[src/rtl/rasterizer_mem_pkg.sv]
`default_nettype none
//==============================================================================
// Module   : rasterizer_mem_pkg
// Desc     : Shared SDRAM bus widths and arbiter state encoding for the
//            rasterizer memory path.
// Revision : 1.0 - initial release
//==============================================================================
package rasterizer_mem_pkg;

    localparam int SDRAM_ADDR_W = 26;
    localparam int SDRAM_DATA_W = 32;
    localparam int SDRAM_BE_W   = 4;

    typedef enum logic [1:0] {
        S_IDLE  = 2'd0,
        S_READ  = 2'd1,
        S_WRITE = 2'd2
    } arb_state_t;

endpackage : rasterizer_mem_pkg
`default_nettype wire

[src/rtl/rasterizer_mem_arbiter.sv]
`default_nettype none
//==============================================================================
// Module   : rasterizer_mem_arbiter
// Desc     : Round-robin arbiter sharing one SDRAM Avalon-MM pipelined master
//            between the depth-fetch read port and the writeback write port.
// Revision : 1.0 - initial release
//==============================================================================
module rasterizer_mem_arbiter
    import rasterizer_mem_pkg::*;
#(
    parameter int MAX_BEATS       = 8,
    parameter int MAX_OUTSTANDING = 4
) (
    input  logic                    clock,
    input  logic                    reset,

    input  logic [SDRAM_ADDR_W-1:0] rd_address,
    input  logic                    rd_read,
    input  logic [SDRAM_BE_W-1:0]   rd_byteenable,
    output logic                    rd_waitrequest,
    output logic [SDRAM_DATA_W-1:0] rd_readdata,
    output logic                    rd_readdatavalid,

    input  logic [SDRAM_ADDR_W-1:0] wr_address,
    input  logic                    wr_write,
    input  logic [SDRAM_BE_W-1:0]   wr_byteenable,
    input  logic [SDRAM_DATA_W-1:0] wr_writedata,
    output logic                    wr_waitrequest,

    output logic [SDRAM_ADDR_W-1:0] master_address,
    output logic                    master_read,
    output logic                    master_write,
    output logic [SDRAM_BE_W-1:0]   master_byteenable,
    output logic [SDRAM_DATA_W-1:0] master_writedata,
    input  logic [SDRAM_DATA_W-1:0] master_readdata,
    input  logic                    master_readdatavalid,
    input  logic                    master_waitrequest,

    output logic                    idle,
    output logic                    protocol_error
);

    localparam int c_BEAT_W = $clog2(MAX_BEATS + 1);
    localparam int c_OUT_W  = $clog2(MAX_OUTSTANDING + 1);
    localparam logic [c_BEAT_W-1:0] c_BEAT_MAX = c_BEAT_W'(MAX_BEATS);
    localparam logic [c_OUT_W-1:0]  c_OUT_MAX  = c_OUT_W'(MAX_OUTSTANDING);

    arb_state_t          r_state;
    arb_state_t          w_state_next;
    logic                r_last_grant;
    logic                w_last_grant_next;
    logic [c_BEAT_W-1:0] r_beats;
    logic [c_BEAT_W-1:0] w_beats_next;
    logic [c_BEAT_W-1:0] w_beats_inc;
    logic [c_OUT_W-1:0]  r_outstanding;
    logic [c_OUT_W-1:0]  w_outstanding_next;
    logic                r_protocol_error;

    logic w_rd_fwd;
    logic w_wr_fwd;
    logic w_rd_accept;
    logic w_wr_accept;
    logic w_resp_ok;

    assign w_rd_fwd    = (r_state == S_READ) && rd_read && (r_outstanding < c_OUT_MAX);
    assign w_wr_fwd    = (r_state == S_WRITE) && wr_write;
    assign w_rd_accept = w_rd_fwd && !master_waitrequest;
    assign w_wr_accept = w_wr_fwd && !master_waitrequest;
    // A response with nothing in flight is stray: forwarded, flagged, not counted.
    assign w_resp_ok   = master_readdatavalid && (r_outstanding != '0);
    // Saturate so a long uncontested grant cannot wrap the beat counter.
    assign w_beats_inc = (r_beats == c_BEAT_MAX) ? r_beats : r_beats + c_BEAT_W'(1);

    always_comb begin
        w_outstanding_next = r_outstanding;
        case ({w_rd_accept, w_resp_ok})
            2'b10:   w_outstanding_next = r_outstanding + c_OUT_W'(1);
            2'b01:   w_outstanding_next = r_outstanding - c_OUT_W'(1);
            default: w_outstanding_next = r_outstanding;
        endcase
    end

    always_comb begin
        w_state_next      = r_state;
        w_last_grant_next = r_last_grant;
        w_beats_next      = r_beats;
        master_address    = '0;
        master_read       = 1'b0;
        master_write      = 1'b0;
        master_byteenable = '0;
        master_writedata  = '0;
        rd_waitrequest    = 1'b1;
        wr_waitrequest    = 1'b1;

        case (r_state)
            S_IDLE: begin
                if (rd_read && (!wr_write || r_last_grant)) begin
                    w_state_next      = S_READ;
                    w_last_grant_next = 1'b0;
                    w_beats_next      = '0;
                end else if (wr_write) begin
                    w_state_next      = S_WRITE;
                    w_last_grant_next = 1'b1;
                    w_beats_next      = '0;
                end
            end
            S_READ: begin
                master_address    = rd_address;
                master_byteenable = rd_byteenable;
                master_read       = w_rd_fwd;
                rd_waitrequest    = !w_rd_accept;
                if (w_rd_accept) begin
                    w_beats_next = w_beats_inc;
                end
                // Limits count this cycle's accept so the grant ends on the last beat.
                if (!(w_rd_fwd && master_waitrequest) &&
                    (!rd_read ||
                     (w_beats_next == c_BEAT_MAX && wr_write) ||
                     (w_outstanding_next == c_OUT_MAX && wr_write))) begin
                    w_state_next = S_IDLE;
                end
            end
            S_WRITE: begin
                master_address    = wr_address;
                master_byteenable = wr_byteenable;
                master_writedata  = wr_writedata;
                master_write      = wr_write;
                wr_waitrequest    = master_waitrequest;
                if (w_wr_accept) begin
                    w_beats_next = w_beats_inc;
                end
                if (!(w_wr_fwd && master_waitrequest) &&
                    (!wr_write || (w_beats_next == c_BEAT_MAX && rd_read))) begin
                    w_state_next = S_IDLE;
                end
            end
            default: begin
                w_state_next = S_IDLE;
            end
        endcase
    end

    always_ff @(posedge clock) begin
        if (!reset) begin
            r_state          <= S_IDLE;
            r_last_grant     <= 1'b1;
            r_beats          <= '0;
            r_outstanding    <= '0;
            r_protocol_error <= 1'b0;
        end else begin
            r_state       <= w_state_next;
            r_last_grant  <= w_last_grant_next;
            r_beats       <= w_beats_next;
            r_outstanding <= w_outstanding_next;
            if (master_readdatavalid && (r_outstanding == '0)) begin
                r_protocol_error <= 1'b1;
            end
        end
    end

    assign rd_readdata      = master_readdata;
    assign rd_readdatavalid = master_readdatavalid;
    assign idle             = (r_state == S_IDLE) && (r_outstanding == '0);
    assign protocol_error   = r_protocol_error;

endmodule : rasterizer_mem_arbiter
`default_nettype wire

[config.mk]
export PLATFORM = sky130hd
export DESIGN_NAME = rasterizer_mem_arbiter
export DESIGN_NICKNAME = d
export VERILOG_FILES = /design/src/rtl/rasterizer_mem_pkg.sv /design/src/rtl/rasterizer_mem_arbiter.sv
export SDC_FILE = /design/constraint.sdc
export NUM_CORES = 1
export LEC_CHECK = 0
export CAP_MARGIN = 40
export CORE_MARGIN = 2
export CORE_UTILIZATION = 24
export DETAILED_ROUTE_END_ITERATION = 8
export PLACE_DENSITY = 0.79
export SLEW_MARGIN = 15
export SYNTH_ARGS = -nofsm -noshare
export SYNTH_HDL_FRONTEND = slang
export SYNTH_SLANG_ARGS = --single-unit
export TNS_END_PERCENT = 20
[constraint.sdc]
create_clock -name clock -period 2.65 [get_ports clock]
set_input_delay 0.3975 -clock clock [delete_from_list [all_inputs] [get_ports clock]]
set_output_delay 0.3975 -clock clock [all_outputs]
set_load 0.02 [all_outputs]
==> results of run 1 <==
layout by cell type, fill, tap and decap left out, types with 2 or more instances in the layout:
master and count:
a21oi_1 9, o21ai_0 8, o21a_1 2, dfxtp_1 11, a31oi_1 2, inv_1 14, nand2_1 17, xnor2_1 2
nor2_1 6, clkdlybuf4s50_1 166, nand4_1 2, or3_1 3, and2_1 37, buf_4 8, nand3b_1 3, a21o_1 2
buf_12 2, ha_1 4, nor2b_1 34, clkbuf_8 3, o21ai_1 3, nor3_1 3, nand2b_1 5, nand3_1 3
a22oi_1 30
metal layers:
metal  track usage  part of all wire
met1        0.1847              0.39
met2        0.3174              0.53
met3       0.02054             0.059
met4       0.04672             0.020
met5             0                 0
sequential cells by signal (all words and copies together), names as in the netlist:
register and cells:
protocol_error 1, r_beats 4, r_last_grant 1, r_outstanding 3
r_state 2
where the power goes:
| group | switching (mW) | internal, mW | total [mW] | leakage, nW |
|---|---|---|---|---|
| Combinational | 0.473 | 0.526 | 0.999 | 1.11 |
| Sequential | 0.0258 | 0.193 | 0.219 | 0.0898 |
| Clock | 0.0702 | 0.104 | 0.174 | 0.0255 |
cell usage after synthesis (2+ instances only):
cell type and instances:
o21a_1 2, a31oi_1 2, or3_1 3, nand2_1 17
inv_1 14, dfxtp_1 11, xnor2_1 3, nand2b_1 5
a22oi_1 30, buf_4 34, o21ai_1 3, a21o_1 2
clkbuf_1 14, o21ai_0 8, and2_1 37, nand4_1 2
nor2b_1 34, a21oi_1 9, nand3_1 3, ha_1 6
nand3b_1 3, nor3_1 3, nor2_1 6
worst register-to-register path, stage by stage (launching register included):
cell      delay [ns]
dfxtp_1         0.38
inv_1           0.08
ha_1            0.20
and4bb_4        0.20
inv_2           0.06
ha_2            0.17
inv_1           0.05
fa_2            0.53
nand3b_1        0.07
o21ai_0         0.08
nand2_1         0.09
o221ai_2        0.24
and3_1          0.21
o21ai_1         0.07
how the worst max path moves through the flow:
stage	start	endpoint	slack, ns	cells after the start
2_1_floorplan	r_state[1]$_SDFFE_PN0P_	r_state[0]$_SDFFE_PN0P_	0.18	14
3_3_place_gp	master_waitrequest	r_state[1]$_SDFFE_PN0P_	-0.03	12
3_5_place_dp	master_waitrequest	r_state[0]$_SDFFE_PN0P_	-0.1	12
4_1_cts	r_state[0]$_SDFFE_PN0P_	master_address[17]	0.11	6
5_1_grt	r_state[1]$_SDFFE_PN0P_	r_state[0]$_SDFFE_PN0P_	-0.02	13
6_report	r_state[1]$_SDFFE_PN0P_	master_address[22]	0.12	6
per-stage QoR:
stage / cells / setup TNS, ns / total power, mW
2_1_floorplan: 267 / 0 / 0.8267
3_3_place_gp: 493 / -0.06015 / 1.185
3_5_place_dp: 493 / -0.1930 / 1.207
4_1_cts: 497 / 0 / 1.384
5_1_grt: 497 / -0.04470 / 1.496
6_report: 497 / 0 / 1.392
cells by family after synthesis:
group	after synthesis	synth area share
XOR/XNOR	4	0.01900
multiplexers	1	0.005428
AND/OR/NAND/NOR	117	0.3704
buffers and inverters	64	0.2001
AO/OA/AOI/OAI	63	0.2341
adder cells (fa/ha/maj)	7	0.05156
flip-flops	11	0.1194
final cells by class:
| type | count | area share |
|---|---|---|
| Multi-Input combinational cell | 192 | 0.3669 |
| Inverter | 15 | 0.01614 |
| Sequential cell | 11 | 0.06313 |
| Clock buffer | 3 | 0.01184 |
| Clock inverter | 1 | 0.001435 |
| Tap cell | 99 | 0.03551 |
| Timing Repair Buffer | 176 | 0.5050 |
==> run_results.csv, run 1 <==
group,metric,value,unit
finish,diodes,0,
critical_path,crit_family,"buffers and inverters",
yosys,avgSynthCellArea,6.907,um2
clocking,cts_buffers,3,
yosys,yosys_warnings,0,
routing,vias_per_cell,4.620,
power,power_density,399.1,nW/um2
finish,register_area,220.2,um2
clocking,clock_latency,0.25,ns
critical_path,cp_max_fo,35,
yosys,synth_edf_count,0,
finish,fin_nets,536,
floorplan,die_w,91.66,um
clocking,cts_resized,0,
timing,period_needed,2.533,ns
timing,finalSetupViolCount,0,
routing,wirelength,7548,um
critical_path,crit_path_max_incr_delay,0.62,ns
finish,area_growth,89.15,%
critical_path,worstReg2RegStart,"r_state[1]$_SDFFE_PN0P_",
floorplan,start_util,0.2516,
yosys,synth_top_area_cell,"buf_4",
grt,grtUsageTotal,0.1638,
timing,clock_skew,0.002162,ns
critical_path,cp_cell_sequence,"inv_1, ha_1, buf_4, a22oi_1, nor2b_1, clkdlybuf4s50_1",
routing,wl_per_cell,15.19,um
hold_path,holdPathEnd,"r_state[0]$_SDFFE_PN0P_",
critical_path,crit_path_start_kind,"flop",
critical_path,regToRegSetupSlack,0.12,ns
clocking,cts_buffer_depth,2,
yosys,yosysSeqAreaShare,0.1194,
yosys,ys_ff_latch,11,
timing,worst_pin_slew,0.3989,ns
place,port_buffers,166,
critical_path,critPathBufInv,3,
grt,grt_pass1_vias,2279,
finish,multiInputGateArea,1280,um2
power,peakVddDrop,0.4459,mV
timing,drv_slew,0,
clocking,cts_setup_buffers,0,
yosys,synthDominantCellAreaShare,0.1384,
timing,clock.fmax,394.7,MHz
yosys,async_reset_ff_frac,0,
finish,drive_gt1_frac,0.05528,
place,place_area,3420,um2
clocking,root_buffer,"clkbuf_8",
flow_run,cap_violations,0,
timing,slew_headroom,0.7332,
place,dp_slack,-0.09709,ns
place,globalplace.congestion,0.8549,
power,cellLeakagePower,1.222,nW
floorplan,die_area,8402,um2
grt,grt_pass1_wl,11250,um
critical_path,crit_required,2.25,ns
critical_path,slowest_stage,"clkdlybuf4s50_1",
floorplan,fp.coreArea,7331,um2
clocking,cts_hold_buffers,0,
yosys,synth_nets,404,
routing,detail_route.drc_violations,0,
grt,grt_max_degree,37,
floorplan,placement_rows,31,
clocking,cts_tree,"yes",
critical_path,r2r_cells,13,
critical_path,worstPathArrival,2.14,ns
finish,design_area,3488,um2
finish,final_util,0.4758,
critical_path,r2r_end,"r_state[1]$_SDFFE_PN0P_",
timing,final-hold-violation-count,0,
finish,fillers,702,
timing,finalCritPeriodShare,0.9560,
hold_path,holdCritStartpoint,"r_state[0]$_SDFFE_PN0P_",
hold_path,min_path_cells,2,
critical_path,end_kind,"primary output",
yosys,synthCells,267,
routing,first_iter_violations,67,
floorplan,dieHeight,91.66,um
timing,holdWs,0.4776,ns
floorplan,ios,231,
yosys,synth.area.top_cells,"buf_4 14%, and2_1 13%, a22oi_1 12%, dfxtp_1 12%, nor2b_1 12%",
timing,fin_ws,0.1166,ns
yosys,synth_flop_cell,"dfxtp_1",
place,dp_hpwl,6324,um
critical_path,critical_path_class,"flop to primary output",
status,outcome,"completed",
yosys,ys_types,39,
routing,first_pass_iters,4,
clocking,clk_pin_slew,0.05,ns
routing,vias,2296,
hold_path,hold_path_class,"flop to flop",
clocking,cts.sinks,11,
grt,grt_overflow,0,
grt,antenna_found_initial,0,
clocking,htreeDepth,1,
routing,ant_nets,0,
yosys,syn-cell-area,1844,um2
Note: power is estimated with default switching activity, not from simulation.
==> inputs of run 2 (changes only) <==
PLACE_DENSITY = 0.77   (was 0.79)
SLEW_MARGIN = 20   (was 15)
==> run 2 against run 1 <==
Compared with the run above: sequential share of layout area is essentially flat; wire length increased by 0.91%; worst setup slack better by 0.017 ns; final cell count unchanged; design area is 0.14% higher; worst hold slack better by 0.00086 ns; count of clock-buffer cells in the layout grew 1; utilization is 0.068 points higher; critical path type is now primary input to flop; largest power group unchanged; highest routed layer unchanged.
==> run_results.csv, run 2 (synthesis results as in run 1) <==
group,metric,value,unit
finish,fin_cells,497,
critical_path,crit_path_start_kind,"primary input",
finish,regMostFlops,"r_beats",
grt,grt_pass1_vias,2248,
critical_path,crit_path_max_incr_delay,0.54,ns
place,dp_cells,492,
clocking,cts_buffers,3,
status,outcome,"completed",
finish,final_common_cell,"clkdlybuf4s50_1",
floorplan,fp.coreArea,7331,um2
power,cellLeakagePower,1.229,nW
critical_path,critical_path_class,"primary input to flop",
timing,fin_ws,0.1333,ns
clocking,clk_pin_slew,0.06,ns
routing,ant_nets,0,
routing,vias_per_cell,4.622,
floorplan,ios,231,
grt,grtUsageTotal,0.1673,
place,port_buffers,166,
grt,antenna_found_initial,0,
floorplan,placement_rows,31,
power,seq_power_share,0.154,
finish,diodes,0,
finish,fillers,706,
finish,drive_gt1_frac,0.06533,
finish,fin_nets,536,
floorplan,die_area,8402,um2
power,switching_share,0.4105,
grt,grt_pass1_wl,11510,um
power,power_density,407.9,nW/um2
hold_path,hold_path_class,"flop to flop",
routing,first_iter_violations,70,
finish,reg_top3,"r_beats: 4 flops, r_outstanding: 3 flops, r_state: 2 flops",
power,p_clk_frac,0.128,
timing,finalCritPeriodShare,0.9497,
hold_path,min_path_cells,2,
power,p_int,0.8401,mW
critical_path,end_kind,"flop",
routing,wirelength,7617,um
routing,vias,2297,
finish,design_area,3493,um2
place,dp_slack,-0.1483,ns
clocking,cts.sinks,11,
clocking,cts_tree,"yes",
timing,drv_slew,0,
place,globalplace.congestion,0.8666,
floorplan,die_w,91.66,um
critical_path,slowest_stage,"fa_2",
routing,first_pass_iters,4,
routing,detail_route.drc_violations,0,
clocking,cts_hold_buffers,0,
finish,register_area,221.5,um2
finish,multiInputGateArea,1282,um2
floorplan,start_util,0.2516,
timing,clock_skew,0.002679,ns
timing,final-hold-violation-count,0,
power,peakVddDrop,0.6503,mV
finish,area_growth,89.42,%
clocking,root_buffer,"clkbuf_8",
grt,grt_overflow,0,
critical_path,r2r_cells,13,
power,pwr-share-comb,0.718,
grt,grt_max_degree,68,
critical_path,crit_required,2.78,ns
timing,worst_pin_slew,0.4658,ns
finish,final_cell_mix,"165 x clkdlybuf4s50_1, 37 x and2_1, 33 x nor2b_1",
floorplan,dieHeight,91.66,um
power,switchingPower,0.5849,mW
timing,period_needed,2.517,ns
timing,slew_headroom,0.6885,
place,place_area,3412,um2
clocking,cts_buffer_depth,2,
critical_path,worstPathArrival,2.65,ns
critical_path,cp_max_fo,3,
clocking,htreeDepth,1,
routing,wl_per_cell,15.33,um
place,dp_hpwl,6217,um
critical_path,cp_common_cell,"o21ai_1",
timing,clock.fmax,397.3,MHz
clocking,clock_latency,0.24,ns
critical_path,cp_cell_sequence,"clkdlybuf4s50_1, and4bb_4, inv_2, ha_2, inv_1, fa_2, nand3b_1, o21ai_1, nand2_1, o221ai_2, and3_4, o21ai_1",
finish,largest_reg_flops,4,
timing,finalSetupViolCount,0,
flow_run,cap_violations,0,
## run 2: cell types whose count changed in the layout (fill, tap and decap cells not counted), sizes merged
cell	delta
clkinv	-1
clkbuf	+1
dlymetal6s2s	+1
clkdlybuf4s50	-1
## run 2: per-stage QoR
step,hold slack [ns],total power [mW],setup TNS [ns],utilization
after detailed placement,0.4671,1.216,-0.2935,0.4654
after CTS,0.4737,1.399,0,0.4716
after floorplan,0.4451,0.8267,0,-
after global routing,0.4913,1.526,-0.0001574,0.4765
final,0.4784,1.425,0,0.4765
after global placement,0.4590,1.194,-0.06843,0.4654
## run 2: final cells by class
type	count	area share
timing repair buffer	176	0.5050
inverter	15	0.01612
multi-input combinational	192	0.3671
tap	99	0.03546
clock buffer	4	0.01289
sequential	11	0.06340
## run 2: worst paths after layout
check	slack, ns	end	startpoint
worst max-delay path	0.13	r_state[0]$_SDFFE_PN0P_	rd_read
worst min-delay path	0.48	r_state[0]$_SDFFE_PN0P_	r_state[0]$_SDFFE_PN0P_
worst max register to register	0.16	r_state[0]$_SDFFE_PN0P_	r_state[1]$_SDFFE_PN0P_
worst min register to register	0.48	r_state[0]$_SDFFE_PN0P_	r_state[0]$_SDFFE_PN0P_
## run 2: power groups by stage
stage / Sequential [mW] / Combinational, mW / Clock [mW]
3_3_place_gp: 0.219 / 0.976 / 0
4_1_cts: 0.217 / 1.00 / 0.181
6_report: 0.219 / 1.02 / 0.182
2_1_floorplan: 0.220 / 0.607 / 0
5_1_grt: 0.223 / 1.11 / 0.189
3_5_place_dp: 0.220 / 0.996 / 0
## run 2: repair_timing
item / 4_1_cts / 5_1_grt
setup buffers: 0 / 1
endpoints found under the setup margin: 0 / 10
resized for setup: 0 / 10
## run 2: critical path, delay by kind of cell
family | cells | cell delay (ns)
adders and majority gates | 2 | 0.72
buffers and inverters | 3 | 0.55
and+or+nand+nor | 4 | 0.59
AOI/OAI and AO/OA | 3 | 0.38
## run 2: routing by layer
layer	track usage	vias to the layer above	wire, um
li1	-	1130	-
met1	0.1845	1051	2942
met2	0.3297	112	4112
met3	0.03369	4	510
met4	0.02778	0	52
met5	0	-	0
==> inputs of run 3 (changes only) <==
CELL_PAD_IN_SITES_DETAIL_PLACEMENT = 1   (was unset)
CELL_PAD_IN_SITES_GLOBAL_PLACEMENT = 2   (was unset)
CORE_UTILIZATION = 10   (was 24)
CTS_BUF_LIST = sky130_fd_sc_hd__clkbuf_4   (was unset)
PLACE_DENSITY = 0.75   (was 0.77)
RECOVER_POWER = 25   (was unset)
==> run 3 against run 2 <==
Compared with the run above: sequential cell count unchanged; wire length grew 20%; sequential power about the same; die area rose by 130%; clock skew fell by 0.0010 ns; largest power group unchanged.
==> run_results.csv, run 3 (synthesis results as in run 1) <==
group,metric,value,unit
status,outcome,"completed",
grt,grt_overflow,0,
finish,multiInputGateArea,1275,um2
clocking,root_buffer,"clkbuf_4",
finish,fillers,2164,
grt,grtUsageTotal,0.08865,
timing,finalCritPeriodShare,0.9516,
critical_path,worstReg2RegStart,"r_state[1]$_SDFFE_PN0P_",
finish,reg_top3,"r_beats: 4 flops, r_outstanding: 3 flops, r_state: 2 flops",
finish,fin_nets,536,
finish,fin_cells,627,
routing,detail_route.drc_violations,0,
floorplan,start_util,0.1023,
finish,final_util,0.2017,
routing,wirelength,9159,um
timing,slew_headroom,0.7114,
grt,grt_max_degree,68,
timing,drv_slew,0,
critical_path,end_kind,"primary output",
flow_run,cap_violations,0,
floorplan,placement_rows,49,
finish,final_common_cell,"clkdlybuf4s50_1",
timing,rsz0062_at_grt,"false",
clocking,cts.sinks,11,
power,peakVddDrop,0.3475,mV
timing,clock_skew,0.001678,ns
clocking,cts_tree,"yes",
clocking,cts_buffers,3,
hold_path,hold_path_class,"flop to flop",
finish,final_cell_mix,"164 x clkdlybuf4s50_1, 37 x and2_1, 34 x nor2b_1",
timing,period_needed,2.522,ns
finish,register_area,221.5,um2
finish,drive_gt1_frac,0.05779,
finish,regMostFlops,"r_beats",
finish,area_growth,97.08,%
routing,first_iter_violations,83,
critical_path,crit_required,2.25,ns
routing,wl_per_cell,14.61,um
critical_path,worstPathArrival,2.12,ns
clocking,clock_latency,0.28,ns
floorplan,dieHeight,139.8,um
critical_path,crit_path_start_kind,"flop",
critical_path,cp_max_fo,67,
grt,antenna_found_initial,0,
power,power_density,384.5,nW/um2
timing,worst_pin_slew,0.4316,ns
timing,holdWs,0.4695,ns
finish,diodes,0,
place,dp_hpwl,7760,um
timing,clock.fmax,396.6,MHz
routing,ant_nets,0,
timing,finalSetupViolCount,0,
routing,first_pass_iters,4,
floorplan,die_w,139.8,um
floorplan,fp.coreArea,18020,um2
finish,design_area,3635,um2
floorplan,ios,231,
clocking,clk_pin_slew,0.07,ns
critical_path,crit_path_start,"r_state[0]$_SDFFE_PN0P_",
routing,vias_per_cell,3.751,
timing,final-hold-violation-count,0,
place,globalplace.congestion,0.8276,
routing,vias,2352,
floorplan,die_area,19550,um2
hold_path,holdCritStartpoint,"r_state[1]$_SDFFE_PN0P_",
place,place_area,3580,um2
clocking,htreeDepth,1,
grt,grt_pass1_vias,2521,
clocking,cts_hold_buffers,0,
grt,grt_pass1_wl,14060,um
critical_path,critical_path_class,"flop to primary output",
clocking,cts_buffer_depth,2,
finish,largest_reg_flops,4,
place,dp_cells,623,
power,cellLeakagePower,1.237,nW
place,port_buffers,166,
-- run 3: report_power, final --
| part | total, mW | switching [mW] | internal [mW] |
|---|---|---|---|
| clock network | 0.135 | 0.0658 | 0.0688 |
| logic | 1.04 | 0.506 | 0.539 |
| registers | 0.218 | 0.0253 | 0.193 |
-- run 3: final timing paths --
kind                            depth (start not counted)                      end  slack [ns]
worst max-delay path                                    6       master_address[18]        0.13
worst min-delay path                                    2  r_state[1]$_SDFFE_PN0P_        0.47
worst max register to register                         13  r_state[1]$_SDFFE_PN0P_        0.21
worst min register to register                          2  r_state[1]$_SDFFE_PN0P_        0.47
-- run 3: routing by layer --
| layer | vias to the layer above | global-route usage | part of all wire | wire [um] |
|---|---|---|---|---|
| li1 | 1135 | - | - | - |
| met1 | 1094 | 0.09669 | 0.36 | 3311 |
| met2 | 98 | 0.1754 | 0.55 | 5063 |
| met3 | 25 | 0.01445 | 0.066 | 606 |
| met4 | 0 | 0.02263 | 0.019 | 178 |
| met5 | - | 0 | 0 | 0 |
-- run 3: critical path, stage by stage (launching register included) --
cell and delay [ns]:
dfxtp_1 0.33, inv_1 0.09, ha_2 0.20, buf_12 0.23, a22oi_1 0.15, nor2b_1 0.17, clkdlybuf4s50_1 0.63
-- run 3: stage by stage --
step	setup TNS (ns)	total power [mW]	worst slack (ns)
after floorplan	0	0.8267	0.1836
after global placement	-0.1465	1.217	-0.07338
after detailed placement	-0.3944	1.262	-0.2047
after CTS	0	1.401	0.02242
after global routing	0	1.513	0.001837
final	0	1.398	0.1284
-- run 3: timing repair --
item,CTS,global route
resized for setup,0,6
buffers inserted,0,0
endpoints found under the hold margin,0,0
setup endpoints to repair,0,31
-- run 3: final cells by class --
cell class,count,share of cell area
inverter,15,0.01549
sequential,11,0.06093
clock buffer,4,0.008262
multi-input combinational,192,0.3508
tap,229,0.07883
timing repair buffer,176,0.4857
